--- config.mk ---
export PLATFORM = sky130hd
export DESIGN_NAME = image_stream_out
export DESIGN_NICKNAME = d
export VERILOG_FILES = /design/src/rtl/image_stream_out.sv
export SDC_FILE = /design/constraint.sdc
export NUM_CORES = 1
export LEC_CHECK = 0
export CORE_AREA = 2 2 125 127
export CTS_CLUSTER_DIAMETER = 40
export CTS_CLUSTER_SIZE = 10
export DETAILED_ROUTE_END_ITERATION = 10
export DIE_AREA = 0 0 127 129
export DONT_BUFFER_PORTS = 1
export PLACE_DENSITY = 0.65
export SLEW_MARGIN = 25
export SYNTH_ARGS = -nofsm -noshare
export SYNTH_HDL_FRONTEND = slang
export SYNTH_SLANG_ARGS = --single-unit
--- constraint.sdc ---
create_clock -name clk -period 12.3 [get_ports clk]
set_input_delay 0.615 -clock clk [delete_from_list [all_inputs] [get_ports clk]]
set_output_delay 0.615 -clock clk [all_outputs]
set_load 0.005 [all_outputs]
--- src/rtl/image_stream_out.sv ---
// image_stream_out: reads a frame of 128-bit words from the new-image RAM and
// serialises every word into a byte stream, least-significant byte first.
//
// Handshake: a byte moves on a rising clk edge where m_valid && m_ready.
// Once m_valid is raised, m_data and m_last stay constant until that transfer.
// m_valid never drops without a transfer, except on reset. m_valid, m_data and
// m_last come straight from registers, so there is no combinational path from
// m_ready to them.
module image_stream_out #(
  parameter int NUM_WORDS = 4096,
  parameter int ADDR_W    = 13,
  parameter int RD_LAT    = 1
) (
  input  logic              clk,
  input  logic              reset,
  input  logic              start,
  output logic [ADDR_W-1:0] mem_addr,
  input  logic [127:0]      mem_rd_data,
  output logic [7:0]        m_data,
  output logic              m_valid,
  input  logic              m_ready,
  output logic              m_last,
  output logic              busy,
  output logic              done,
  output logic [2:0]        fsm_state
);

  localparam logic [2:0] S_IDLE  = 3'd0;
  localparam logic [2:0] S_FETCH = 3'd1;
  localparam logic [2:0] S_WAIT  = 3'd2;
  localparam logic [2:0] S_SEND  = 3'd3;
  localparam logic [2:0] S_DONE  = 3'd4;

  localparam logic [ADDR_W-1:0] LAST_ADDR = ADDR_W'(NUM_WORDS - 1);
  localparam logic [1:0]        LAT_INIT  = 2'(RD_LAT - 1);

  logic [2:0]   state;
  logic [3:0]   byte_cnt;
  logic [1:0]   lat_cnt;
  logic [127:0] shift_reg;
  logic         last_word;
  logic         xfer;

  // mem_addr doubles as the word index, so it is the only word counter
  assign last_word = (mem_addr == LAST_ADDR);
  assign xfer      = m_valid && m_ready;
  assign fsm_state = state;

  // Readout sequencer: fetch a word, wait for RAM latency, stream 16 bytes
  always_ff @(posedge clk or posedge reset) begin
    if (reset) begin
      state     <= S_IDLE;
      mem_addr  <= '0;
      m_data    <= 8'h00;
      m_valid   <= 1'b0;
      m_last    <= 1'b0;
      busy      <= 1'b0;
      done      <= 1'b0;
      byte_cnt  <= 4'd0;
      lat_cnt   <= 2'd0;
      shift_reg <= '0;
    end else begin
      case (state)
        S_IDLE, S_DONE: begin
          if (start) begin
            state    <= S_FETCH;
            mem_addr <= '0;
            busy     <= 1'b1;
            done     <= 1'b0;
          end
        end
        S_FETCH: begin
          state   <= S_WAIT;
          lat_cnt <= LAT_INIT;
        end
        S_WAIT: begin
          if (lat_cnt == 2'd0) begin
            // RAM output now reflects mem_addr; load the word and present byte 0
            state     <= S_SEND;
            shift_reg <= mem_rd_data;
            m_data    <= mem_rd_data[7:0];
            m_valid   <= 1'b1;
            m_last    <= 1'b0;
            byte_cnt  <= 4'd0;
          end else begin
            lat_cnt <= lat_cnt - 2'd1;
          end
        end
        S_SEND: begin
          if (xfer) begin
            if (byte_cnt == 4'd15) begin
              m_valid <= 1'b0;
              m_last  <= 1'b0;
              if (last_word) begin
                state    <= S_DONE;
                busy     <= 1'b0;
                done     <= 1'b1;
                mem_addr <= '0;
              end else begin
                state    <= S_FETCH;
                mem_addr <= mem_addr + ADDR_W'(1);
              end
            end else begin
              shift_reg <= shift_reg >> 8;
              m_data    <= shift_reg[15:8];
              byte_cnt  <= byte_cnt + 4'd1;
              m_last    <= last_word && (byte_cnt == 4'd14);
            end
          end
        end
        default: begin
          state <= S_IDLE;
        end
      endcase
    end
  end

endmodule

==> flow_metrics.py, run 1 <==
metrics = {
    "run_status": {
        "status": "finished clean",
    },
    "sta": {
        "worst_slack_ps": 9047,
        "rsz0062_at_grt": "false",
        "max_freq_mhz": 307.4,
        "tightestPinTransition_ps": 923.4,
        "period_needed_ps": 3253,
        "post-route-period-util_pct": 26.45,
        "skew_ps": 6.660,
        "slew_violations": 0,
        "holdWs_ps": 148.6,
        "tns_ps": 0,
        "slew_headroom_pct": 38.44,
        "setup_viol": 0,
        "hold_viol": 0,
    },
    "worst_hold_path": {
        "holdCritPathClass": "in2async",
    },
    "layout": {
        "fillers": 1383,
        "antenna_cells": 0,
        "layout-drive-gt1-share_pct": 6.957,
        "nNetsFinal": 813,
        "area_growth_pct": 9.602,
        "largest_reg_flops": 121,
    },
    "floorplan": {
        "die_area_sq_mm": 0.01638,
        "die_height_um": 129,
        "io_pins": 160,
        "coreArea_sq_mm": 0.01498,
        "die_w_um": 127,
        "rows": 45,
        "initial_utilization_pct": 44.72,
    },
    "yosys": {
        "syn_avg_cell_area_sq_um": 9.420,
        "synthSimpleGateAreaFrac_pct": 19.93,
        "synth-edff-count": 0,
        "synthFlopType": "dfrtp_1",
        "synth.most_common_cell": "nor2_1",
        "syn_nets": 847,
        "yosysTopAreaCellShare_pct": 57.54,
        "ys_seq_area_share_pct": 57.54,
        "synth_area_leaders": "dfrtp_1, nor2_1, o22ai_1, buf_4, a31oi_1",
        "synth_seq_cells": 154,
        "synth.area.mux_share_pct": 0,
        "async_flop_share_pct": 100.0,
        "synth_top_area_cell": "dfrtp_1",
        "synthCells": 711,
        "synth_cell_types": 48,
        "synth_top_cells_by_count": "nor2_1, dfrtp_1, o22ai_1, clkbuf_1, nand2_1",
        "ys_warn_count": 0,
        "synthAdderAreaFrac_pct": 0.7472,
        "synth_area_sq_mm": 0.006698,
        "synth-compound-area-share_pct": 16.89,
        "synth_top_family_by_area": "simple AND/OR/NAND/NOR gates",
        "synth_xor_area_share_pct": 0,
    },
    "power_and_ir_drop": {
        "vdd_drop_max_mv": 0.1248,
        "p_sw_uw": 539.9,
        "p_leak_uw": 0.002881,
        "power_frac_comb_pct": 21.7,
        "power.density_mw_per_mm2": 230.6,
        "intPower_uw": 1153,
        "pwr-share-seq_pct": 45.9,
        "p_total_uw": 1693,
        "clkPwrFrac_pct": 32.4,
        "p_sw_share_pct": 31.89,
    },
    "critical_path": {
        "critical_path.most_common_cell": "buf_4",
        "critPathMaxFanout": 74,
        "path_cells": "nand4bb_4 -> buf_4 -> o31ai_4 -> buf_4 -> a31oi_1",
        "critical-path-max-stage-delay_ps": 890,
        "worst_setup_path_start_kind": "register",
        "worstPathRequired_ps": 12560,
        "arrival_ps": 3510,
        "worstSetupEndpointType": "register",
        "worstSetupPathType": "reg2reg",
        "rrSetupSlack_ps": 9050,
        "slowest_stage": "nand4bb_4",
        "rr_worst_depth": 5,
    },
    "clocking": {
        "cts_resized": 0,
        "cts_max_path_buffers": 2,
        "htreeDepth": 4,
        "post-cts-setup-buffers": 0,
        "cts_buffers": 17,
        "clk_pin_slew_ps": 60,
        "cts_tree": "yes",
        "hold_buffers": 0,
        "cts_root_buffer": "clkbuf_16",
        "insertion_delay_ps": 420,
        "cts_sinks": 154,
    },
    "grt": {
        "grt_antenna_before_repair": 0,
        "track_usage_pct": 20.47,
        "grt_max_degree": 92,
        "grt_pass1_wl_mm": 26.41,
        "grt-ovfl-total": 0,
        "first_global_vias": 5154,
    },
    "routing": {
        "avgViaCountPerCell": 5.901,
        "routed_wl_mm": 16.29,
        "drt_iter0_drc": 402,
        "ant_nets": 0,
        "route.vias.total": 5181,
        "drcViolationCount": 0,
        "dr.pass1.iters": 5,
        "wl_per_cell_um": 18.55,
    },
    "placed_design": {
        "place.port_buffers": 0,
        "dp_slack_ps": 9082,
        "place.gp.congestion": 0.8166,
        "hpwl_mm": 10.48,
    },
    "run": {
        "cap_violations": 0,
    },
}
path summary, 6_finish.rpt:
kind,start,to
max,fsm_state[0]$_DFFE_PP0P_,m_data[6]$_DFFE_PP0P_
min,reset,shift_reg[88]$_DFFE_PP0P_
max reg2reg,fsm_state[0]$_DFFE_PP0P_,m_data[6]$_DFFE_PP0P_
min reg2reg,shift_reg[44]$_DFFE_PP0P_,shift_reg[44]$_DFFE_PP0P_
max in group asynchronous,reset,shift_reg[79]$_DFFE_PP0P_
min in group clk,mem_rd_data[122],shift_reg[122]$_DFFE_PP0P_
through the flow:
step / util [%] / cells / instance area, sq um
after detailed placement: 44.83 / 846 / 6714
after global routing: 49.01 / 878 / 7341
final: 49.01 / 878 / 7341
after floorplan: - / 711 / 6698
after global placement: 44.79 / 846 / 6708
after CTS: 48.99 / 878 / 7337
critical path, delay by kind of cell (launching register included):
kind / cells / cell delay, ps
flops: 1 / 560
buf+inv: 2 / 1250
compound gates: 2 / 300
simple gates: 1 / 890
cell type report:
class	count	area [sq um]	area share, %
Sequential cell	154	3854	52.50
Clock inverter	10	138.9	1.892
Clock buffer	22	484.2	6.596
Timing Repair Buffer	6	48.80	0.6647
Tap cell	188	235.2	3.204
Multi-Input combinational cell	492	2552	34.77
Inverter	6	27.53	0.3750
kinds of logic (layout without fill, tap and decap cells):
| family | after synthesis | in the layout |
|---|---|---|
| compound gates | 174 | 174 |
| flops | 154 | 154 |
| buf+inv | 65 | 44 |
| fa+ha+maj | 4 | 4 |
| simple gates | 314 | 314 |
power by group through the flow:
stage          clock, uW  sequential (uW)  combinational, uW
2_1_floorplan          0              749                330
3_3_place_gp           0              779                358
3_5_place_dp           0              784                372
4_1_cts              560              776                375
5_1_grt              580              798                431
6_report             548              777                368
layer usage:
metal  up-vias  part of all wire [%]  track usage, %  routed length, um
met3        12                   9.5           8.524               1544
met4         0                   1.0           6.787                167
met5         -                     0               0                  0
li1       2454                     -               -                  -
met2       167                    47           30.93               7620
met1      2548                    43           26.90               6953
layout by cell type, fill, tap and decap left out, types with 2 or more instances in the layout:
cell type / Yosys / final
and4_1: 2 / 2
inv_6: 0 / 2
clkbuf_8: 0 / 4
o41ai_1: 2 / 2
bufinv_16: 0 / 3
and2_1: 2 / 2
a21oi_1: 4 / 4
o31ai_1: 4 / 4
clkbuf_16: 0 / 17
inv_1: 6 / 5
o22ai_1: 117 / 117
nand3b_1: 6 / 6
a22o_1: 10 / 10
ha_1: 4 / 4
clkinv_2: 0 / 2
buf_4: 14 / 5
nor2_1: 241 / 241
and3_1: 4 / 4
o21ai_0: 12 / 12
nor3_1: 5 / 5
nor2b_1: 2 / 2
and4_2: 2 / 2
nand3_1: 9 / 9
o21a_1: 2 / 2
nand2_1: 24 / 24
clkinvlp_4: 0 / 4
nand4_1: 5 / 5
dfrtp_1: 154 / 154
a31oi_1: 15 / 14
Note: power is estimated with default switching activity, not from simulation.
==> run 2: changes to the inputs <==
- ABC_AREA: not set -> 1
- CORE_AREA: 2 2 125 127 -> 2 2 137 139
- DIE_AREA: 0 0 127 129 -> 0 0 139 141
- PLACE_DENSITY: 0.65 -> 0.67
- clock period: 12.3 -> 2.9 ns (I/O delays scaled with it)
==> run 2 against run 1 <==
Die area grew 20%. Total power grew to 2.6 times the previous value. Fmax grew 52%. Largest power group unchanged. Critical endpoint is now busy$_DFFE_PP0P_. Critical path type unchanged.
==> flow_metrics.py, run 2 <==
metrics = {
    "floorplan": {
        "io_pins": 160,
        "coreArea_sq_mm": 0.01827,
        "die_height_um": 141,
        "die_area_sq_mm": 0.01960,
        "rows": 50,
        "die_w_um": 139,
        "initial_utilization_pct": 43.66,
    },
    "clocking": {
        "cts_sinks": 154,
        "cts_root_buffer": "clkbuf_16",
        "htreeDepth": 4,
        "clk_pin_slew_ps": 60,
        "cts_tree": "yes",
        "cts_buffers": 17,
        "cts_max_path_buffers": 2,
        "insertion_delay_ps": 420,
    },
    "sta": {
        "rsz0062_at_grt": "false",
        "post-route-period-util_pct": 73.58,
        "tns_ps": 0,
        "max_freq_mhz": 468.6,
        "hold_viol": 0,
        "tightestPinTransition_ps": 766.2,
        "slew_violations": 0,
        "slew_headroom_pct": 48.87,
        "setup_viol": 0,
        "skew_ps": 7.803,
        "period_needed_ps": 2134,
        "worst_slack_ps": 766.1,
    },
    "layout": {
        "largest_reg_flops": 121,
        "layout-drive-gt1-share_pct": 4.341,
        "final_common_cell": "nand2_1",
        "fillers": 1683,
        "area_growth_pct": 24.22,
        "fin_cells": 1455,
        "nNetsFinal": 1344,
        "layout_common_cells": "nand2_1, dfrtp_1, nand3_1, dlygate4sd3_1, inv_1",
        "antenna_cells": 0,
    },
    "yosys": {
        "syn_avg_cell_area_sq_um": 7.084,
        "async_flop_share_pct": 100.0,
        "synthAdderAreaFrac_pct": 0.6275,
        "synth_area_sq_mm": 0.007976,
        "ys_warn_count": 0,
        "synthFlopType": "dfrtp_1",
        "synth.area.mux_share_pct": 0.5020,
        "yosysTopAreaCellShare_pct": 48.31,
        "synth_top_family_by_area": "simple AND/OR/NAND/NOR gates",
        "ys_seq_area_share_pct": 48.31,
        "synth_area_leaders": "dfrtp_1, nand2_1, nand3_1, buf_2, inv_1",
        "synth.most_common_cell": "nand2_1",
        "syn_nets": 1262,
        "synth_cell_types": 27,
        "synth_seq_cells": 154,
        "synth_top_area_cell": "dfrtp_1",
        "synth-edff-count": 0,
        "synth-compound-area-share_pct": 2.839,
        "synthSimpleGateAreaFrac_pct": 40.82,
        "synth_xor_area_share_pct": 0.4392,
        "synth_top_cells_by_count": "nand2_1, dfrtp_1, nand3_1, buf_2, inv_1",
        "synthCells": 1126,
    },
    "routing": {
        "ant_nets": 0,
        "drt_iter0_drc": 615,
        "drcViolationCount": 0,
        "route.vias.total": 7415,
        "dr.pass1.iters": 5,
        "wl_per_cell_um": 14.74,
        "avgViaCountPerCell": 5.096,
        "routed_wl_mm": 21.44,
    },
    "critical_path": {
        "worst_setup_path_start_kind": "register",
        "critPathMaxFanout": 22,
        "rr_worst_depth": 9,
        "arrival_ps": 2490,
        "crit_start": "byte_cnt[1]$_DFFE_PP0P_",
        "rrSetupSlack_ps": 770,
        "worstPathRequired_ps": 3250,
        "worst_r2r_endpoint": "busy$_DFFE_PP0P_",
        "r2r_start": "byte_cnt[1]$_DFFE_PP0P_",
        "worstSetupPathType": "reg2reg",
        "worstSetupEndpointType": "register",
    },
    "grt": {
        "track_usage_pct": 22.42,
        "grt_max_degree": 117,
        "grt_pass1_wl_mm": 36.14,
        "grt-ovfl-total": 0,
        "first_global_vias": 7411,
        "grt_antenna_before_repair": 1,
    },
    "run_status": {
        "status": "finished clean",
    },
    "worst_hold_path": {
        "holdCritPathClass": "in2reg",
        "min_path_cells": 4,
        "worstHoldStart": "mem_rd_data[10]",
        "min_to": "shift_reg[10]$_DFFE_PP0P_",
    },
    "power_and_ir_drop": {
        "power.density_mw_per_mm2": 447.4,
        "vdd_drop_max_mv": 0.4015,
        "p_leak_uw": 0.005389,
    },
    "placed_design": {
        "dp_cells": 1296,
        "hpwl_mm": 12.51,
        "place.gp.congestion": 0.8076,
        "place.port_buffers": 0,
        "dp_slack_ps": 772.8,
    },
    "run": {
        "cap_violations": 0,
    },
}
run 2: worst max-delay path by stage:
stage                              endpoint  slack (ps)
finish                     busy$_DFFE_PP0P_         770
global route               busy$_DFFE_PP0P_         500
CTS                 byte_cnt[2]$_DFFE_PP0P_         760
detailed placement  byte_cnt[2]$_DFFE_PP0P_         770
global placement    byte_cnt[1]$_DFFE_PP0P_         820
floorplan                  busy$_DFFE_PP0P_         810
run 2: cell type report:
cell class | count | area [sq um] | share of cell area [%]
clock buffer | 20 | 446.7 | 4.508
clock inverter | 12 | 101.3 | 1.023
inverter | 37 | 142.6 | 1.440
multi-input combinational | 858 | 3640 | 36.73
sequential | 154 | 3854 | 38.89
tap | 234 | 292.8 | 2.955
timing repair buffer | 140 | 1431 | 14.45
run 2: cells by family (layout without fill, tap and decap cells):
kind of cell | Yosys count | after routing
flops | 154 | 154
compound gates | 37 | 37
xor+xnor | 4 | 4
buf+inv | 114 | 209
mux | 4 | 4
fa+ha+maj | 4 | 4
simple gates | 809 | 809
run 2: layer usage:
metal	wire length (um)	GRT usage, %	vias up
li1	-	-	3680
met1	9618	29.71	3476
met2	10330	37.10	226
met3	1132	4.721	31
met4	348	7.071	2
met5	11	0	-
run 2: power breakdown:
| part | switching [uW] | leakage [uW] | internal (uW) |
|---|---|---|---|
| logic | 75.4 | 0.00305 | 121 |
| registers | 0 | 0.00208 | 2150 |
| clock network | 893 | 0.000258 | 1200 |
| total | 968 | 0.00539 | 3460 |
run 2: through the flow:
step	instance area [sq um]	total power, uW	util, %	hold slack (ps)
2_1_floorplan	7980	2221	-	284.7
3_3_place_gp	8089	2242	44.28	132.0
3_5_place_dp	8089	2243	44.28	133.4
4_1_cts	9908	4481	54.24	6.066
5_1_grt	9908	4589	54.24	44.70
6_report	9908	4433	54.24	26.84
run 2: critical path, stage by stage, from the launching register on:
cell,delay [ps]
dfrtp_1,390
ha_1,200
nand3_1,90
nand2_1,100
nand2_1,100
nor2_2,600
inv_1,240
nor2_1,220
inv_1,60
nand2_1,60
run 2: timing repair:
action,CTS,global route
endpoints found under the setup margin,0,0
endpoints found under the hold margin,148,0
gates resized for setup,0,0
hold buffers,127,0
setup buffers,0,0
